$ cat config.mk
export PLATFORM = sky130hd
export DESIGN_NAME = square_root_unpack
export DESIGN_NICKNAME = d
export VERILOG_FILES = /design/src/rtl/square_root_pkg.sv /design/src/rtl/square_root_classify.sv /design/src/rtl/square_root_unpack.sv
export SDC_FILE = /design/constraint.sdc
export NUM_CORES = 1
export LEC_CHECK = 0
export CAP_MARGIN = 20
export CORE_ASPECT_RATIO = 1.2
export CORE_MARGIN = 5
export CORE_UTILIZATION = 51
export CTS_BUF_LIST = sky130_fd_sc_hd__clkbuf_2
export DETAILED_ROUTE_END_ITERATION = 7
export PLACE_DENSITY = 0.81
export RECOVER_POWER = 50
export SLEW_MARGIN = 20
export SYNTH_ARGS = -nofsm -noshare
export SYNTH_HDL_FRONTEND = slang
export SYNTH_SLANG_ARGS = --single-unit
$ cat constraint.sdc
create_clock -name clk -period 4.3 [get_ports clk]
set_input_delay 0.645 -clock clk [delete_from_list [all_inputs] [get_ports clk]]
set_output_delay 0.645 -clock clk [all_outputs]
set_load 0.05 [all_outputs]
$ cat src/rtl/square_root_pkg.sv
// Shared constants, types and radicand helpers for the binary64 square-root unpack stage.
package square_root_pkg;

  localparam int unsigned BINARY_SIZE      = 106;
  localparam int unsigned HALF_BINARY_SIZE = 53;
  localparam int unsigned MANTISSA_SIZE    = 52;
  localparam int unsigned EXP_SIZE         = 11;
  localparam int          EXP_BIAS         = 1023;

  localparam logic [63:0] CANON_QNAN = 64'h7FF8_0000_0000_0000;
  localparam logic [63:0] POS_INF    = 64'h7FF0_0000_0000_0000;

  typedef enum logic [1:0] {IDLE, NORM, OUT} state_t;

  typedef struct packed {
    logic                     sign;
    logic [EXP_SIZE-1:0]      exp;
    logic [MANTISSA_SIZE-1:0] frac;
  } binary64_t;

  // An odd exponent is made even by folding one extra factor of two into the radicand.
  function automatic logic [BINARY_SIZE-1:0] make_radicand(
    input logic [HALF_BINARY_SIZE-1:0] m,
    input logic                        odd
  );
    return odd ? {m, {(BINARY_SIZE-HALF_BINARY_SIZE){1'b0}}}
               : {1'b0, m, {MANTISSA_SIZE{1'b0}}};
  endfunction

  // floor(E/2) equals (E-1)/2 for odd E, so one arithmetic shift covers both parities.
  function automatic logic [EXP_SIZE-1:0] make_exp(input logic signed [11:0] e);
    return EXP_SIZE'((e >>> 1) + EXP_BIAS);
  endfunction

endpackage

$ cat src/rtl/square_root_classify.sv
// Combinational classification of a binary64 operand into IEEE-754 categories.
module square_root_classify
  import square_root_pkg::*;
(
  input  logic [63:0] op,
  output logic        is_zero,
  output logic        is_normal,
  output logic        is_subnormal,
  output logic        is_inf,
  output logic        is_nan,
  output logic        is_neg
);

  binary64_t fields;
  logic      exp_zero;
  logic      exp_max;
  logic      frac_zero;

  assign fields    = op;
  assign exp_zero  = ~|fields.exp;
  assign exp_max   = &fields.exp;
  assign frac_zero = ~|fields.frac;

  assign is_zero      = exp_zero & frac_zero;
  assign is_subnormal = exp_zero & ~frac_zero;
  assign is_normal    = ~exp_zero & ~exp_max;
  assign is_inf       = exp_max & frac_zero;
  assign is_nan       = exp_max & ~frac_zero;
  assign is_neg       = fields.sign;

endmodule

$ cat src/rtl/square_root_unpack.sv
// Operand-preparation stage for double-precision sqrt: special-case resolution,
// sequential subnormal normalisation and radicand formation.
// Build option: SQRT_UNPACK_FTZ_EN flushes positive subnormals to +0 (no NORM state).
module square_root_unpack
  import square_root_pkg::*;
(
  input  logic                   clk,
  input  logic                   rst,
  input  logic                   in_valid,
  output logic                   in_ready,
  input  logic [63:0]            in_op,
  output logic                   out_valid,
  input  logic                   out_ready,
  output logic [BINARY_SIZE-1:0] out_radicand,
  output logic [EXP_SIZE-1:0]    out_exp,
  output logic                   out_sign,
  output logic                   out_special,
  output logic [63:0]            out_special_value
);

  state_t state, state_next;

  logic [BINARY_SIZE-1:0] radicand_next;
  logic [EXP_SIZE-1:0]    exp_next;
  logic                   sign_next;
  logic                   special_next;
  logic [63:0]            special_value_next;

  logic is_zero, is_normal, is_subnormal, is_inf, is_nan, is_neg;

  binary64_t        op;
  logic signed [11:0] e_norm;

  assign op     = in_op;
  assign e_norm = 12'($signed({1'b0, op.exp}) - EXP_BIAS);

`ifndef SQRT_UNPACK_FTZ_EN
  logic [HALF_BINARY_SIZE-1:0] m, m_next;
  logic signed [11:0]          e, e_next;
`endif

  square_root_classify u_classify (
    .op           (in_op),
    .is_zero      (is_zero),
    .is_normal    (is_normal),
    .is_subnormal (is_subnormal),
    .is_inf       (is_inf),
    .is_nan       (is_nan),
    .is_neg       (is_neg)
  );

  assign in_ready  = (state == IDLE);
  assign out_valid = (state == OUT);

  always_comb begin
    state_next         = state;
    radicand_next      = out_radicand;
    exp_next           = out_exp;
    sign_next          = out_sign;
    special_next       = out_special;
    special_value_next = out_special_value;
`ifndef SQRT_UNPACK_FTZ_EN
    m_next             = m;
    e_next             = e;
`endif
    case (state)
      IDLE: begin
        if (in_valid) begin
          state_next         = OUT;
          radicand_next      = '0;
          exp_next           = '0;
          special_next       = 1'b1;
          special_value_next = '0;
          if (is_nan) begin
            special_value_next = CANON_QNAN;
          end else if (is_zero) begin
            special_value_next = in_op;
          end else if (is_neg) begin
            special_value_next = CANON_QNAN;
          end else if (is_inf) begin
            special_value_next = POS_INF;
          end else if (is_normal) begin
            special_next  = 1'b0;
            radicand_next = make_radicand({1'b1, op.frac}, e_norm[0]);
            exp_next      = make_exp(e_norm);
          end else if (is_subnormal) begin
`ifndef SQRT_UNPACK_FTZ_EN
            special_next = 1'b0;
            m_next       = {1'b0, op.frac};
            e_next       = -12'sd1022;
            state_next   = NORM;
`endif
          end
          sign_next = special_next & special_value_next[63];
        end
      end
`ifndef SQRT_UNPACK_FTZ_EN
      NORM: begin
        m_next = {m[HALF_BINARY_SIZE-2:0], 1'b0};
        e_next = e - 12'sd1;
        // The leading one reaches the hidden-bit position with this shift.
        if (m[MANTISSA_SIZE-1]) begin
          state_next    = OUT;
          radicand_next = make_radicand(m_next, e_next[0]);
          exp_next      = make_exp(e_next);
        end
      end
`endif
      OUT: begin
        if (out_ready) state_next = IDLE;
      end
      default: state_next = IDLE;
    endcase
  end

  always_ff @(posedge clk) begin
    if (rst) begin
      state             <= IDLE;
      out_radicand      <= '0;
      out_exp           <= '0;
      out_sign          <= 1'b0;
      out_special       <= 1'b0;
      out_special_value <= '0;
`ifndef SQRT_UNPACK_FTZ_EN
      m                 <= '0;
      e                 <= '0;
`endif
    end else begin
      state             <= state_next;
      out_radicand      <= radicand_next;
      out_exp           <= exp_next;
      out_sign          <= sign_next;
      out_special       <= special_next;
      out_special_value <= special_value_next;
`ifndef SQRT_UNPACK_FTZ_EN
      m                 <= m_next;
      e                 <= e_next;
`endif
    end
  end

endmodule
* After elaboration in Yosys (flattened, before gate mapping)
Cells that the tools add are included.
** Storage, ports and cells
- Input bits :: 68
- Logic and storage cells :: 99
- Register bits :: 249
- Output and inout bits :: 185
** Operators by class
- Bitwise gates (word level) :: 7
- Multiplexer cells :: 58
- Reduce and logical (&&, ||, !) cells :: 11
- $add $sub $neg :: 4
- Equality and inequality tests :: 11
** Operators by type and width (count)
- 106-bit two-way mux :: 9
- 52-bit two-way mux :: 7
- 64-bit two-way mux :: 4
- 106-bit case mux with 2 select lines :: 1
- 63-bit two-way mux :: 2
- 52-bit case mux with 2 select lines :: 1
- 12-bit two-way mux :: 7
- 11-bit two-way mux :: 7
- 52-bit OR reduction :: 1
- 12-bit case mux with 2 select lines :: 1
- 11-bit adder, second input constant :: 2
- 11-bit case mux with 2 select lines :: 1
- 2-bit two-way mux :: 9
- 2-bit != test, second input constant :: 7
- 11-bit by 10-bit subtractor with 12-bit output, second input constant :: 1
- 12-bit by 2-bit subtractor with 12-bit output, second input constant :: 1
- 11-bit AND reduction :: 1
- 11-bit OR reduction :: 1
- 1-bit two-way mux :: 8
- 8-bit AND reduction :: 1
- 1-bit AND :: 6
- 2-bit case mux with 3 select lines :: 1
- 3-bit AND reduction :: 2
- 2-bit by 1-bit != test with 1-bit output, second input constant :: 2
- 7 further kinds :: 8

* Logic depth before layout (Yosys ltp)
- Depth after elaboration :: 12
- Gate-level depth with buffers :: 14
- Gate-level depth less buffers :: 10

* By module
Synthesis repeated with hierarchy kept, for this count alone.
** Second synthesis, totals
- Cells, all modules :: 1279
- Area total of the unflattened synthesis :: 10704.0 µm²
** By module, submodules not included
- square_root_unpack :: area an instance 10498.8 µm², instances 1, sequential area each 3943.8 µm², cells each 1247
- square_root_classify :: area an instance 205.2 µm², instances 1, sequential area each 0.0 µm², cells each 32

* Worst setup path before layout
OpenSTA, ideal clock, no wires.
- Path type :: input-to-reg
- From :: input in_op[52]
- To :: register out_exp[8]
- Setup slack :: 1.142 ns
- Arrival time :: 3.036 ns
- Cell stages on the path :: 12
- Path buffers :: 3
- Required time :: 4.178 ns
- Library setup time :: 0.122 ns
- Path through :: clkbuf_1 > buf_2 > buf_1 > inv_1 > ha_1 > inv_1 > ha_1 > o2111a_1 > mux2i_1 > xor2_1 > nor4_1 > a221o_1
** Between the ends
- Longest elaborated chain between the ends :: 10
- Elaborated cells between the ends (all ways) :: 17
- Those cells by class :: add/sub: 2; mux: 7; bitwise: 5; reduce/logical: 3
** RTL lines
- start: declaration :: line square_root_unpack.sv:11 : input logic [63:0] in_op,
- parallel branches: the longest is 7 deep, another holds 11-bit by 10-bit subtractor with 12-bit output
- 11-bit two-way mux (*) :: line square_root_unpack.sv:74 : if (is_nan) begin
- 11-bit two-way mux (*) :: line square_root_unpack.sv:68 : if (in_valid) begin
- 11-bit case mux with 2 select lines (*) :: line square_root_unpack.sv:66 : case (state)
- end signal: assignment :: line square_root_unpack.sv:131 : out_exp <= exp_next;
- end: declaration :: line square_root_unpack.sv:15 : output logic [EXP_SIZE-1:0] out_exp,
Every way passes the cells marked *. The select of a mux whose other input is x is not followed.
A chain may end at the register's enable or synchronous reset.

* Worst setup path in the final report
- From :: input in_op[13]
- To :: register m[27]
** Between the ends
- Longest elaborated chain between the ends :: 5
- Elaborated cells between the ends (all ways) :: 11
- Those cells by class :: eq/ne: 4; bitwise: 4; reduce/logical: 3
** RTL lines
- 52-bit OR reduction (*) :: line square_root_classify.sv:22 : assign frac_zero = ~|fields.frac;
- 1-bit zero test :: line square_root_classify.sv:22
- 1-bit AND, on equally long branches :: line square_root_classify.sv:27, square_root_classify.sv:24
- 2-bit != test (no line)
- 8-bit AND reduction (no line) (*)
- end signal: assignment :: line square_root_unpack.sv:136 : m <= m_next;
- end: declaration :: line square_root_unpack.sv:38 : logic [HALF_BINARY_SIZE-1:0] m, m_next;
Every way passes the cells marked *; elsewhere a longest branch is shown, timed or not.

==> impl_metrics.csv <==
group,metric,value,unit
yosys,synth-edff-count,0,
worst_setup_path,cp.required,4.99,ns
detailed_routing,avgRoutedWirePerCell,17.9,um
layout,fin_nets,1333,
placed_design,place_congestion,0.878,
sta,setup_viol,0,
yosys,ys_ff_latch,197,
power_and_ir_drop,p_total,3620,uW
worst_setup_path,crit_fanout,30,
yosys,synthArstFlopShare,0,%
sta,setup_ws,0.700,ns
placed_design,placed_area,12000,sq um
detailed_routing,drt-total-wl,27.5,mm
grt,grt_first_pass_wirelength,43.8,mm
yosys,syn_area_per_cell,8.95,sq um
detailed_routing,drt-initial-drc-count,683,
detailed_routing,detail-route-antenna-nets,0,
clock_tree,postCtsHoldBufs,0,
detailed_routing,via_per_inst,5.86,
floorplanning,die_w,139,um
grt,grt_pass1_vias,8195,
clock_tree,cts_resized,0,
clock_tree,numCtsBuffers,17,
yosys,yosysSeqAreaShare,38.9,%
worst_setup_path,r2r_start,"state[1]$_SDFFE_PP0P_",
floorplanning,core_region_area,19500,sq um
worst_setup_path,reg2reg_depth,7,
power_and_ir_drop,combinationalPowerShare,21.9,%
sta,drv_slew,0,
clock_tree,clkLatencyLatePin,0.79,ns
yosys,netlist.area_leader.share,38.9,%
placed_design,place_inst,1502,
yosys,ys.flop_type,"dfxtp_1",
detailed_routing,routed-via-count,8990,
clock_tree,cts_htree_levels,4,
clock_tree,post_cts_buffers,0,
worst_setup_path,worstSetupPathType,"primary input to flop",
min_path,min_from,"rst",
yosys,synthTopCellsByArea,"dfxtp_1 (39%), mux2i_1 (15%), nor2_1 (4.8%)",
yosys,netlist_instances,1133,
yosys,synth_cell_types,65,
outcome,outcome,"complete, no violations",
worst_setup_path,path_cells,"dlygate4sd3_1 > nor4_1 > nand4_1 > nor4_1 > nor3_1 > buf_4 > mux2i_1 > a211oi_1",
min_path,whs_endpoint,"out_radicand[60]$_SDFFE_PP0P_",
clock_tree,clk_path_buf_depth,2,
power_and_ir_drop,leakagePower,0.00470,uW
sta,rsz0062_at_grt,"false",
worst_setup_path,r2r-end,"out_radicand[94]$_SDFFE_PP0P_",
clock_tree,cts_num_sinks,197,
layout,final_cell_mix,"dfxtp_1 (196), mux2i_1 (156), nor2_1 (130)",
layout,areaGrowthSynthToFinish,19.7,%
power_and_ir_drop,power_density,299,nW/um^2
sta,hold_viol_final,0,
floorplanning,dieArea,22800,sq um
grt,gr-total-overflow,0,
floorplanning,fp-row-count,56,
worst_setup_path,endpoint_kind,"flop",
sta,tightest_slew,1.23,ns
sta,finClkSkew,0.0322,ns
worst_setup_path,reg2reg_slack,1.32,ns
sta,max_freq,0.278,GHz
min_path,hold_class,"primary input to flop",
clock_tree,cts-root-buf,"clkbuf_2",
yosys,yosys_warnings,0,
detailed_routing,dr.pass1.iters,5,
min_path,holdPathStages,2,
layout,final_common_cell,"dfxtp_1",
worst_setup_path,worstPathArrival,4.29,ns
floorplanning,die_y,164,um
layout,fillCellCount,1678,
power_and_ir_drop,p_clk_share,25.1,%
placed_design,io_buffers,200,
clock_tree,clkTransAtPathRegs,0.29,ns
power_and_ir_drop,p_switching,1260,uW
flow_run,drv_cap,0,
sta,max_slew_margin,17.5,%
yosys,yosysTopAreaCell,"dfxtp_1",
floorplanning,initial_core_util,51.9,%
power_and_ir_drop,peakVddDrop,214,uV
layout,fin_area,12100,sq um
yosys,synth_area,10100,sq um
worst_setup_path,cpPeakStageDelay,1.05,ns
floorplanning,io-pin-count,253,
grt,grt_usage,22.9,%
power_and_ir_drop,switching_share,34.9,%
placed_design,dpl.hpwl,19.0,mm
worst_setup_path,start_kind,"primary input",
sta,period_share,83.7,%
clock_tree,cts_tree,"built",
worst_setup_path,slowest_stage,"nor4_1",
layout,drive_above_1_share,4.48,%
grt,grt_max_degree,92,
layout,final_cells,1534,
placed_design,pre_cts_slack,0.587,ns
detailed_routing,route.detailed.drc,0,
power_and_ir_drop,sequentialPowerShare,53.0,%
worst_setup_path,cpMostUsedCell,"nor4_1",
grt,antenna_found_initial,1,
sta,period_minus_slack,3.60,ns
power_and_ir_drop,p_int,2360,uW
sta,tns,0,ns
## per-layer routing
metal / global-route usage [%] / up-vias / share of wire [%]
li1: - / 4309 / -
met1: 29.8 / 4283 / 42
met2: 39.0 / 340 / 49
met3: 3.94 / 58 / 6.3
met4: 7.65 / 0 / 2.7
met5: 0 / - / 0
## how the worst max path moves through the flow
stage	startpoint	to	slack, ns	cells past startpoint
after CTS	state[1]$_SDFFE_PP0P_	out_valid	1.23	3
after global placement	in_op[12]	m[20]$_SDFFE_PP0P_	0.67	8
final	in_op[13]	m[27]$_SDFFE_PP0P_	0.70	8
after floorplan	in_op[52]	out_exp[8]$_SDFFE_PP0P_	1.14	12
after detailed placement	in_op[13]	m[27]$_SDFFE_PP0P_	0.59	8
after global routing	in_op[13]	m[27]$_SDFFE_PP0P_	0.63	8
## synthesized netlist by cell type, types with 8 or more instances
| cell | n |
|---|---|
| dfxtp_1 | 197 |
| buf_2 | 13 |
| o221ai_1 | 53 |
| buf_4 | 53 |
| inv_1 | 11 |
| a21oi_1 | 38 |
| xnor2_1 | 24 |
| clkbuf_1 | 77 |
| o21a_1 | 9 |
| nor3_1 | 18 |
| nand2_1 | 32 |
| nand3_1 | 10 |
| and3_1 | 55 |
| mux2i_1 | 156 |
| o21ai_0 | 88 |
| a211oi_1 | 39 |
| xor2_1 | 8 |
| nor4_1 | 17 |
| nor2_1 | 131 |
## worst max-delay path: cells and delay by family
kind	cells	cell delay, ns
compound gates	1	0.28
buf+inv	2	0.99
mux	1	0.19
simple gates	4	2.15
## stage by stage
stage               hold slack (ns)  utilization [%]
floorplan                     0.486                -
global placement              0.440             61.2
detailed placement            0.447             61.2
CTS                           0.217             62.3
global route                  0.208             62.1
finish                        0.275             62.1
## sequential cells by signal, summed over array words and instances (netlist names)
register,count
out_radicand,54
state,2
e,12
out_exp,11
out_special_value,64
m,52
out_sign,1
out_special,1
## area by class of cell
type	count	area, sq um	area share, %
antenna	1	2.50	0.0206
clock buffer	17	85.1	0.701
clock inverter	14	138	1.13
inverter	11	41.3	0.340
multi-input combinational	821	5480	45.1
sequential	197	3950	32.5
tap	261	327	2.69
timing repair buffer	212	2120	17.5
## kinds of logic after synthesis
kind of cell,share of synthesized area (%)
multiplexers,15.4
adder cells (fa/ha/maj),0.617
buffers and inverters,8.78
flip-flops,38.9
other,0.0370
AO/OA/AOI/OAI,18.4
AND/OR/NAND/NOR,15.1
XOR/XNOR,2.76
## power groups by stage
stage               logic (uW)  registers, uW  clock network (uW)
finish                     795           1920                 910
global route               841           1930                1010
CTS                        806           1920                 931
detailed placement         803           1950                   0
global placement           796           1950                   0
floorplan                  378           2140                   0
No activity file was read; power rests on OpenSTA's default activity.
